$ cat src/rtl/req_ack_rr_arbiter_pkg.sv
// req_ack_pkg: shared definitions for the round-robin req/ack arbiter.
// Holds the controller state encoding used by the arbiter top module.
package req_ack_pkg;

  // Controller states, 3-bit encoding
  typedef enum logic [2:0] {
    IDLE  = 3'd0,
    ISSUE = 3'd1,
    WAIT  = 3'd2,
    DONE  = 3'd3,
    FAULT = 3'd4
  } state_t;

endpackage

$ cat src/rtl/req_ack_rr_arbiter_if.sv
// req_ack_rr_arbiter_if: bundles the requester-side and responder-side
// handshake signals of the arbiter.
//   req_i      requester request levels     (N_REQ)
//   ack_o      one-hot completion pulse     (N_REQ)
//   err_o      one-hot timeout pulse        (N_REQ)
//   req_o      1-cycle request to responder (1)
//   ack_i      responder acknowledge        (1)
//   grant_id_o index of current/last owner  (ID_W)
//   busy_o     arbiter not idle             (1)
// slave  = arbiter view, master = environment (requesters + responder) view.
interface req_ack_rr_arbiter_if #(
  parameter int N_REQ = 4
);
  localparam int ID_W = $clog2(N_REQ);

  logic [N_REQ-1:0] req_i;
  logic [N_REQ-1:0] ack_o;
  logic [N_REQ-1:0] err_o;
  logic             req_o;
  logic             ack_i;
  logic [ID_W-1:0]  grant_id_o;
  logic             busy_o;

  modport slave (
    input  req_i, ack_i,
    output ack_o, err_o, req_o, grant_id_o, busy_o
  );

  modport master (
    output req_i, ack_i,
    input  ack_o, err_o, req_o, grant_id_o, busy_o
  );

endinterface

$ cat src/rtl/req_ack_rr_arbiter_pick.sv
// req_ack_rr_pick: combinational round-robin winner selection.
//   req         request vector (N_REQ)
//   last_winner index granted most recently (ID_W)
//   winner      first requester above last_winner, wrapping (ID_W)
//   valid       at least one request present
// The request vector is duplicated and shifted so that the bit just above
// last_winner lands at position 0; the lowest set bit of that window is
// the winner, expressed as an offset from the start position.
module req_ack_rr_pick
  import req_ack_pkg::*;
#(
  parameter  int N_REQ = 4,
  localparam int ID_W  = $clog2(N_REQ)
) (
  input  logic [N_REQ-1:0] req,
  input  logic [ID_W-1:0]  last_winner,
  output logic [ID_W-1:0]  winner,
  output logic             valid
);

  localparam logic [ID_W:0] N_EXT = (ID_W+1)'(N_REQ);

  logic [2*N_REQ-1:0] dbl_s;
  logic [ID_W:0]      start_s;
  logic [N_REQ-1:0]   rot_s;
  logic [ID_W:0]      offs_s;
  logic [ID_W:0]      sum_s;

  // Rotate requests to start after last_winner, then priority-encode
  always_comb begin
    dbl_s   = {req, req};
    start_s = {1'b0, last_winner} + (ID_W+1)'(1);
    rot_s   = N_REQ'(dbl_s >> start_s);
    offs_s  = '0;
    // Scan downward so the lowest set bit is the last one written
    for (int i = N_REQ - 1; i >= 0; i--) begin
      if (rot_s[i]) begin
        offs_s = (ID_W+1)'(i);
      end else begin
        offs_s = offs_s;
      end
    end
    // start + offset is at most 2*N_REQ-1, so one subtraction wraps it
    sum_s = start_s + offs_s;
    if (sum_s >= N_EXT) begin
      winner = ID_W'(sum_s - N_EXT);
    end else begin
      winner = ID_W'(sum_s);
    end
    valid = |req;
  end

endmodule

$ cat src/rtl/req_ack_rr_arbiter.sv
// req_ack_rr_arbiter: shares one req/ack responder among N_REQ requesters
// with round-robin arbitration and a WAIT-state watchdog.
//   clk    system clock, rising edge
//   rst_n  asynchronous active-low reset
//   bus    req_ack_rr_arbiter_if.slave (req_i, ack_o, err_o, req_o, ack_i,
//          grant_id_o, busy_o)
// All outputs are registered; each output register is loaded from the value
// it must carry while the FSM sits in its next state.
module req_ack_rr_arbiter
  import req_ack_pkg::*;
#(
  parameter int N_REQ   = 4,
  parameter int TIMEOUT = 8
) (
  input  logic                 clk,
  input  logic                 rst_n,
  req_ack_rr_arbiter_if.slave  bus
);

  localparam int              ID_W     = $clog2(N_REQ);
  localparam int              CNT_W    = $clog2(TIMEOUT + 1);
  localparam logic [CNT_W-1:0] CNT_LAST = CNT_W'(TIMEOUT - 1);
  localparam logic [ID_W-1:0]  LAST_RST = ID_W'(N_REQ - 1);

  state_t           state_r, state_s;
  logic [CNT_W-1:0] cnt_r, cnt_s;
  logic [ID_W-1:0]  last_r, last_s;
  logic [ID_W-1:0]  grant_r, grant_s;
  logic [N_REQ-1:0] ack_r, ack_s;
  logic [N_REQ-1:0] err_r, err_s;
  logic             req_r, req_s;
  logic             busy_r, busy_s;
  logic [ID_W-1:0]  pick_id_s;
  logic             pick_vld_s;

  function automatic logic [N_REQ-1:0] onehot(input logic [ID_W-1:0] idx);
    logic [N_REQ-1:0] v;
    v      = '0;
    v[idx] = 1'b1;
    return v;
  endfunction

  req_ack_rr_pick #(.N_REQ(N_REQ)) u_pick (
    .req         (bus.req_i),
    .last_winner (last_r),
    .winner      (pick_id_s),
    .valid       (pick_vld_s)
  );

  // Next-state, watchdog counter, ownership and next output values
  always_comb begin
    state_s = state_r;
    cnt_s   = cnt_r;
    last_s  = last_r;
    grant_s = grant_r;
    case (state_r)
      IDLE: begin
        if (pick_vld_s) begin
          grant_s = pick_id_s;
          state_s = ISSUE;
        end else begin
          state_s = IDLE;
        end
      end
      ISSUE: begin
        cnt_s   = '0;
        state_s = WAIT;
      end
      WAIT: begin
        // ack has priority over a coincident timeout
        if (bus.ack_i) begin
          state_s = DONE;
        end else if (cnt_r == CNT_LAST) begin
          state_s = FAULT;
        end else begin
          cnt_s = cnt_r + CNT_W'(1);
        end
      end
      DONE: begin
        last_s  = grant_r;
        state_s = IDLE;
      end
      FAULT: begin
        last_s  = grant_r;
        state_s = IDLE;
      end
      default: begin
        state_s = IDLE;
      end
    endcase

    req_s  = (state_s == ISSUE);
    busy_s = (state_s != IDLE);
    if (state_s == DONE) begin
      ack_s = onehot(grant_s);
    end else begin
      ack_s = '0;
    end
    if (state_s == FAULT) begin
      err_s = onehot(grant_s);
    end else begin
      err_s = '0;
    end
  end

  // State and output registers
  always_ff @(posedge clk or negedge rst_n) begin
    if (!rst_n) begin
      state_r <= IDLE;
      cnt_r   <= '0;
      last_r  <= LAST_RST;
      grant_r <= '0;
      req_r   <= 1'b0;
      ack_r   <= '0;
      err_r   <= '0;
      busy_r  <= 1'b0;
    end else begin
      state_r <= state_s;
      cnt_r   <= cnt_s;
      last_r  <= last_s;
      grant_r <= grant_s;
      req_r   <= req_s;
      ack_r   <= ack_s;
      err_r   <= err_s;
      busy_r  <= busy_s;
    end
  end

  assign bus.req_o      = req_r;
  assign bus.ack_o      = ack_r;
  assign bus.err_o      = err_r;
  assign bus.grant_id_o = grant_r;
  assign bus.busy_o     = busy_r;

endmodule

$ cat src/flat_wrapper.sv
// flat-port wrapper written by rule: the top's interface ports become plain ports
module req_ack_rr_arbiter_flat import req_ack_pkg::*;
#(
  parameter int N_REQ   = 4,
  parameter int TIMEOUT = 8
)
  (clk, rst_n, bus_req_i, bus_ack_i, bus_ack_o, bus_err_o, bus_req_o, bus_grant_id_o, bus_busy_o);
  req_ack_rr_arbiter_if #(.N_REQ(N_REQ)) bus_i ();
  input  logic clk;
  input  logic rst_n;
  input wire logic [$bits(bus_i.req_i)-1:0] bus_req_i;
  input wire logic [$bits(bus_i.ack_i)-1:0] bus_ack_i;
  output wire logic [$bits(bus_i.ack_o)-1:0] bus_ack_o;
  output wire logic [$bits(bus_i.err_o)-1:0] bus_err_o;
  output wire logic [$bits(bus_i.req_o)-1:0] bus_req_o;
  output wire logic [$bits(bus_i.grant_id_o)-1:0] bus_grant_id_o;
  output wire logic [$bits(bus_i.busy_o)-1:0] bus_busy_o;
  assign bus_i.req_i = bus_req_i;
  assign bus_i.ack_i = bus_ack_i;
  assign bus_ack_o = bus_i.ack_o;
  assign bus_err_o = bus_i.err_o;
  assign bus_req_o = bus_i.req_o;
  assign bus_grant_id_o = bus_i.grant_id_o;
  assign bus_busy_o = bus_i.busy_o;
  req_ack_rr_arbiter #(.N_REQ(N_REQ), .TIMEOUT(TIMEOUT)) u_core (.clk(clk), .rst_n(rst_n), .bus(bus_i));
endmodule
$ cat config.mk
export PLATFORM = sky130hd
export DESIGN_NAME = req_ack_rr_arbiter_flat
export DESIGN_NICKNAME = d
export VERILOG_FILES = /design/src/rtl/req_ack_rr_arbiter_pkg.sv /design/src/rtl/req_ack_rr_arbiter_if.sv /design/src/rtl/req_ack_rr_arbiter_pick.sv /design/src/rtl/req_ack_rr_arbiter.sv /design/src/flat_wrapper.sv
export SDC_FILE = /design/constraint.sdc
export NUM_CORES = 1
export LEC_CHECK = 0
export BUFFER_PORTS_ARGS = -buffer_cell sky130_fd_sc_hd__buf_2
export CAP_MARGIN = 15
export CORE_AREA = 2 2 50 52
export CTS_BUF_LIST = sky130_fd_sc_hd__clkbuf_4 sky130_fd_sc_hd__clkbuf_8
export CTS_CLUSTER_DIAMETER = 30
export DETAILED_ROUTE_END_ITERATION = 7
export DIE_AREA = 0 0 52 54
export PLACE_DENSITY = 0.7
export SYNTH_ARGS = -nofsm -noshare
export SYNTH_HDL_FRONTEND = slang
export SYNTH_SLANG_ARGS = --single-unit
export TNS_END_PERCENT = 20
$ cat constraint.sdc
create_clock -name clk -period 3 [get_ports clk]
set_input_delay 0.15 -clock clk [delete_from_list [all_inputs] [get_ports clk]]
set_output_delay 0.15 -clock clk [all_outputs]
set_load 0.02 [all_outputs]
======== After elaboration in Yosys (flattened, before gate mapping) ========
Index checks and enable logic that the tools add are counted.
W data, S select, Z words.
operators by class
  shift operators ......................... 1
  multiplexer cells ....................... 18
  order comparisons ....................... 3
  equal/unequal tests ..................... 10
  $add $sub $neg .......................... 4
  reductions and logical operators ........ 7
operators with widths
  kind                   number
  $mux W4                4
  $mux W3                5
  $eq A3 B2 Y1 const B   3
  $pmux W3 S3            1
  $mux W2                4
  $pmux W4 S2            1
  $shr A8 B3 Y4          1
  $eq A3 B1 Y1 const B   2
  $eq A3 B3 Y1 const B   2
  $add A4 B1 Y4 const B  1
  $eq A4 B3 Y1 const B   1
  $ne A2 B2 Y1 const B   2
  $reduce_or A4 Y1       1
  $add A2 B1 Y3 const B  1
  $add A3 B3 Y3          1
  $ge A3 B3 Y1 const B   1
  $logic_not A3 Y1       1
  $lt A2 B3 Y1 const B   1
  $reduce_and A3 Y1      1
  $reduce_bool A3 Y1     1
  $demux W1 S2           1
  $ge A2 B1 Y1 const B   1
  $mux W1                2
  $reduce_bool A2 Y1     1
  3 further kinds        3
word-level totals
  output and inout bits ................... 12
  flip-flop bits (word level) ............. 21
  input bits .............................. 7

======== Longest topological paths before layout ========
  depth after elaboration ................. 16
  depth in mapped cells ................... 11
  gate-level depth less buffers ........... 10

======== Cells and area by module ========
From an unflattened synthesis, not the netlist that was laid out.
unflattened totals
  cells, all modules ...................... 110
  area total of the unflattened synthesis .. 1077.3 µm²
by module, submodules not included
  module              cells each  area an instance (µm²)  times used  seq. area each (µm²)
  req_ack_rr_arbiter  84          902.1                   1           528.0
  req_ack_rr_pick     26          175.2                   1           0.0

======== Worst setup path after synthesis ========
No wires, ideal clock.
  kind .................................... register -> register
  start ................................... register u_core.last_r[1]
  end ..................................... register u_core.err_r[0], in the netlist u_core.bus.err_o[0]
  cell stages (with the launch flop) ...... 12
  data arrival time ....................... 2170 ps
  buffers on the path ..................... 2
  period minus slack after synthesis ...... 2265 ps
  path slack .............................. 735 ps
  path through ............................ dfstp_2 > buf_2 > nand2b_1 > a21oi_1 > o21ai_0 > o21ai_1 > ha_1 > xnor2_1 > or3_1 > a31o_1 > buf_6 > nor4_4
on the way
  longest elaborated chain between the ends .. 16
RTL lines
  element                                                             RTL line                                                      source
  from (decl)                                                         req_ack_rr_arbiter.sv:27                                      logic [ID_W-1:0] last_r, last_s;
  from (signal assigned)                                              req_ack_rr_arbiter.sv:120                                     last_r <= last_s;
  $add A2 B1 Y3 (*)                                                   req_ack_rr_arbiter_pick.sv:32                                 start_s = {1'b0, last_winner} + (ID_W+1)'(1);
  $shr A8 B3 Y4                                                       req_ack_rr_arbiter_pick.sv:33                                 rot_s = N_REQ'(dbl_s >> start_s);
  $mux W2                                                             req_ack_rr_arbiter_pick.sv:37                                 if (rot_s[i]) begin
  $mux W3 (3 in a row)                                                req_ack_rr_arbiter_pick.sv:37
  $add A3 B3 Y3 (*)                                                   req_ack_rr_arbiter_pick.sv:44                                 sum_s = start_s + offs_s;
  $ge A3 B3 Y1 or $sub A2 B1 Y2 (tied branches)                       req_ack_rr_arbiter_pick.sv:45, req_ack_rr_arbiter_pick.sv:46
  $mux W2 (*)                                                         req_ack_rr_arbiter_pick.sv:45                                 if (sum_s >= N_EXT) begin
  $mux W2 (*)                                                         req_ack_rr_arbiter.sv:58                                      if (pick_vld_s) begin
  $mux W2 (*)                                                         req_ack_rr_arbiter.sv:56                                      case (state_r)
  via u_core.grant_s[1]                                               req_ack_rr_arbiter.sv:28                                      logic [ID_W-1:0] grant_r, grant_s;
  $lt A2 B3 Y1 (not written as such) or $ge A2 B1 Y1 (tied branches)  req_ack_rr_arbiter.sv:39                                      v[idx] = 1'b1;
  $logic_and A1 B1 Y1 (not written as such)                           req_ack_rr_arbiter.sv:39
  $mux W1 (not written as such)                                       req_ack_rr_arbiter.sv:39
  $demux W1 S2 (*)                                                    --
  $mux W4 (*)                                                         req_ack_rr_arbiter.sv:99                                      if (state_s == FAULT) begin
  via u_core.err_s[0]                                                 req_ack_rr_arbiter.sv:30                                      logic [N_REQ-1:0] err_r, err_s;
  to (signal assigned)                                                req_ack_rr_arbiter.sv:124                                     err_r <= err_s;
  to (decl)                                                           req_ack_rr_arbiter.sv:30
Mark *: on every way through the listed nets, which the timed path passes. The rest lies on a longest branch.
A chain may end at the register's enable or synchronous reset.

======== Worst setup path in the final report ========
  start ................................... register u_core.last_r[1]
  end ..................................... register u_core.err_r[0], in the netlist u_core.bus.err_o[0]
on the way
  longest elaborated chain between the ends .. 16
RTL lines
  element                                                             RTL line
  $add A2 B1 Y3 (*)                                                   req_ack_rr_arbiter_pick.sv:32
  $shr A8 B3 Y4                                                       req_ack_rr_arbiter_pick.sv:33
  $mux W2                                                             req_ack_rr_arbiter_pick.sv:37
  $mux W3 (3 in a row)                                                req_ack_rr_arbiter_pick.sv:37
  $add A3 B3 Y3 (*)                                                   req_ack_rr_arbiter_pick.sv:44
  $ge A3 B3 Y1 or $sub A2 B1 Y2 (tied branches)                       req_ack_rr_arbiter_pick.sv:45, req_ack_rr_arbiter_pick.sv:46
  $mux W2 (*)                                                         req_ack_rr_arbiter_pick.sv:45
  $mux W2 (*)                                                         req_ack_rr_arbiter.sv:58
  $mux W2 (*)                                                         req_ack_rr_arbiter.sv:56
  $lt A2 B3 Y1 (not written as such) or $ge A2 B1 Y1 (tied branches)  req_ack_rr_arbiter.sv:39
  $logic_and A1 B1 Y1 (not written as such)                           req_ack_rr_arbiter.sv:39
  $mux W1 (not written as such)                                       req_ack_rr_arbiter.sv:39
  $demux W1 S2 (*)                                                    --
  $mux W4 (*)                                                         req_ack_rr_arbiter.sv:99
  via u_core.err_s[0]                                                 req_ack_rr_arbiter.sv:30
Marked as above.

==> qor.txt <==
Max Fclk - 398 MHz
worst vdd ir - 0.000508 V
clk buf depth - 2
critical path fanouts, max - 9
number of global-route vias before repair - 796
Synth cell types - 40
setup ws final - 0.490 ns
RSZ-0062 raised after global routing - false
Clock Skew - 0.00383 ns
Crit. End Element - register
via/cell ratio - 5.36
GR Overflow Total - 0
ys flop type - dfrtp_1
Clock power frac - 12.4%
worst-margin pin slew - 0.468 ns
gr usage total - 16.4%
Pwr Density - 922 mW/mm^2
cell with the most instances after synthesis - dfrtp_1
TNS Setup - 0 ns
Stages on worst setup path - 9
max_cap viols - 0
Synth top area share - 44.0%
Detail Route Antenna Nets - 0
# Post-CTS Setup Buffers - 0
most instantiated cells after synthesis - dfrtp_1 (19), nor2_1 (12), nand2_1 (9)
#FFs+latches synth - 21
sequential fraction of design power - 41.3%
cts bufs inserted - 3
CP arrival - 2.72 ns
die height - 54 um
area post-placement - 0.00118 mm^2
initial antenna violation count - 0
pin count of the biggest net entering global routing - 22
Yosys top cell by area - dfrtp_1
Filler Cells Inserted - 216
CTS tree - yes
Worst path top cell family by delay - compound AO/OA/AOI/OAI gates
internal power - 0.000642 W
fin area - 0.00122 mm^2
layout cells sized above 1 - 29.0%
n_diodes - 0
first-pass GRT wire length - 3360 um
worst slack, placed - 0.551 ns
FP Rows - 18
Setup CP Type - reg -> reg
Final Hold Vio Count - 0
CP max stage cell - dfstp_2
Horiz. Die Dim - 52 um
final WL - 2060 um
H-tree depth - 1
Syn Std Cell Area - 0.00108 mm^2
outcome - completed
Hold Crit Class - in -> reg
clock sinks - 21
clk_lat worst skew - 0.29 ns
CP peak stage delay - 0.63 ns
DR WL/cell - 13.4 um
fin nets - 134
Multi-input gate area - 512 um^2
ys async rst share - 100%
post-route DRC violation count - 0
area grow syn2layout - 12.9%
switching share of power - 42.9%
FF/Latch Area - 528 um^2
crit path launch type - register
Max-slew headroom - 68.8%
clock slew at reported path FFs - 0.11 ns
WHS Path Cells - 3
Core Region - 0.00232 mm^2
gpl congestion - 0.806
reg2reg path depth - 9
Post-Syn Nets - 115
First-pass DRT Iterations - 4
Tmin final - 2.51 ns
Die Area - 0.00281 mm^2
post-synthesis cell count - 106
combinational cell fraction of total power - 46.3%
Leak Pwr - 0.561 nW
crit path cell chain - nand2b_1 > a21oi_1 > o21ai_0 > o21ai_1 > ha_1 > xnor2_1 > or3_1 > a31o_1 > nor4_4
Buf/Inv on CP - 0
IO Pins - 19
Total Power - 0.00112 W
syn avg cell area - 10.2 um^2
dominant cells by area after synthesis - dfrtp_1 (44%), dfstp_2 (4.9%), nor2_1 (4.2%)
endpoints failing setup - 0
DP HPWL - 1490 um
First DRT Iteration DRCs - 19
Port Buf Inserts - 18
post-CTS resize count - 0
register area share after synthesis - 48.9%
R2R Setup Slk - 0.49 ns
Root Buffer - clkbuf_4
Post-synth EDFFs - 0
Initial Util - 46.5%
net switching power - 0.000482 W
worst hold slack - 0.237 ns
Max Slew Vio Count - 0
crit share post-route - 83.7%
vias - 826
Ys Warns - 0
Critical Path RT - 3.21 ns
## metal layers
layer | GRT usage [%] | vias to the layer above | wire (um)
met4 | 8.77 | 0 | 15
met1 | 19.9 | 403 | 974
met3 | 3.61 | 2 | 66
met2 | 27.2 | 10 | 1010
li1 | - | 411 | -
met5 | 0 | - | 0
## what timing repair did
action / 4_1_cts / 5_1_grt
endpoints found under the hold margin: 19 / 0
hold buffers: 1 / 0
setup endpoints to repair: 0 / 0
## layout by cell type, fill, tap and decap left out, drive strengths merged, types with 2 or more instances in the layout
| cell type | netlist | final |
|---|---|---|
| o211ai | 2 | 2 |
| ha | 2 | 2 |
| buf | 3 | 18 |
| o2111ai | 2 | 2 |
| dfrtp | 19 | 19 |
| o21ai | 5 | 5 |
| xor2 | 2 | 2 |
| nand2b | 4 | 4 |
| or3 | 3 | 3 |
| nor2 | 13 | 13 |
| clkbuf | 2 | 4 |
| dfstp | 2 | 2 |
| nor4 | 3 | 3 |
| nor3b | 2 | 2 |
| o22ai | 2 | 2 |
| nor3 | 2 | 2 |
| a21oi | 7 | 7 |
| nand2 | 9 | 9 |
| inv | 3 | 3 |
| nor2b | 5 | 5 |
## layout make-up
| cell class | instances | area share (%) |
|---|---|---|
| multi-input cells | 77 | 42.0 |
| repair buffers | 19 | 8.21 |
| inverters | 3 | 0.924 |
| clock buffers | 4 | 2.46 |
| well taps | 30 | 3.08 |
| flip-flops and latches | 21 | 43.3 |
## logic make-up (layout without fill, tap and decap cells)
logic type | after synthesis | after routing | synth area share [%]
and+or+nand+nor | 46 | 46 | 25.8
AOI/OAI and AO/OA | 24 | 24 | 14.8
DFF | 21 | 21 | 48.9
buffers and inverters | 8 | 26 | 3.71
xor gates and xnor gates | 3 | 3 | 2.43
adders and majority gates | 2 | 2 | 2.32
muxes | 2 | 2 | 1.97
## through the flow
step	cells	util, %
after detailed placement	149	50.8
after floorplan	106	-
after global placement	149	50.8
final	154	52.5
after CTS	154	52.5
after global routing	154	52.5
## worst reg2reg max path, cell delays in order (launching register included)
cell and delay, ns:
dfstp_2 0.63, nand2b_1 0.16, a21oi_1 0.07, o21ai_0 0.23, o21ai_1 0.12, ha_1 0.21, xnor2_1 0.13, or3_1 0.31
a31o_1 0.33, nor4_4 0.23
## flip-flops by register name (all words and copies together), names as in the netlist
signal / flops
u_core.bus.ack_o: 4
u_core.state_r: 3
u_core.bus.err_o: 4
u_core.bus.busy_o: 1
u_core.bus.grant_id_o: 2
u_core.cnt_r: 4
u_core.last_r: 2
u_core.bus.req_o: 1
## worst paths after layout
check                                  from                   to
min in group asynchronous             rst_n    u_core.state_r[2]
min                               bus_ack_i  u_core.bus.err_o[0]
max in group asynchronous             rst_n     u_core.last_r[1]
min reg2reg                 u_core.cnt_r[1]      u_core.cnt_r[1]
max                        u_core.last_r[1]  u_core.bus.err_o[0]
max reg2reg                u_core.last_r[1]  u_core.bus.err_o[0]
## power by group through the flow
stage	clock network [W]	logic, W	registers (W)
floorplan	0	0.000423	0.000469
global placement	0	0.000506	0.000466
detailed placement	0	0.000519	0.000468
CTS	0.000148	0.000526	0.000463
global route	0.000158	0.000584	0.000477
finish	0.000140	0.000521	0.000464
Note: power is estimated with default switching activity, not from simulation.
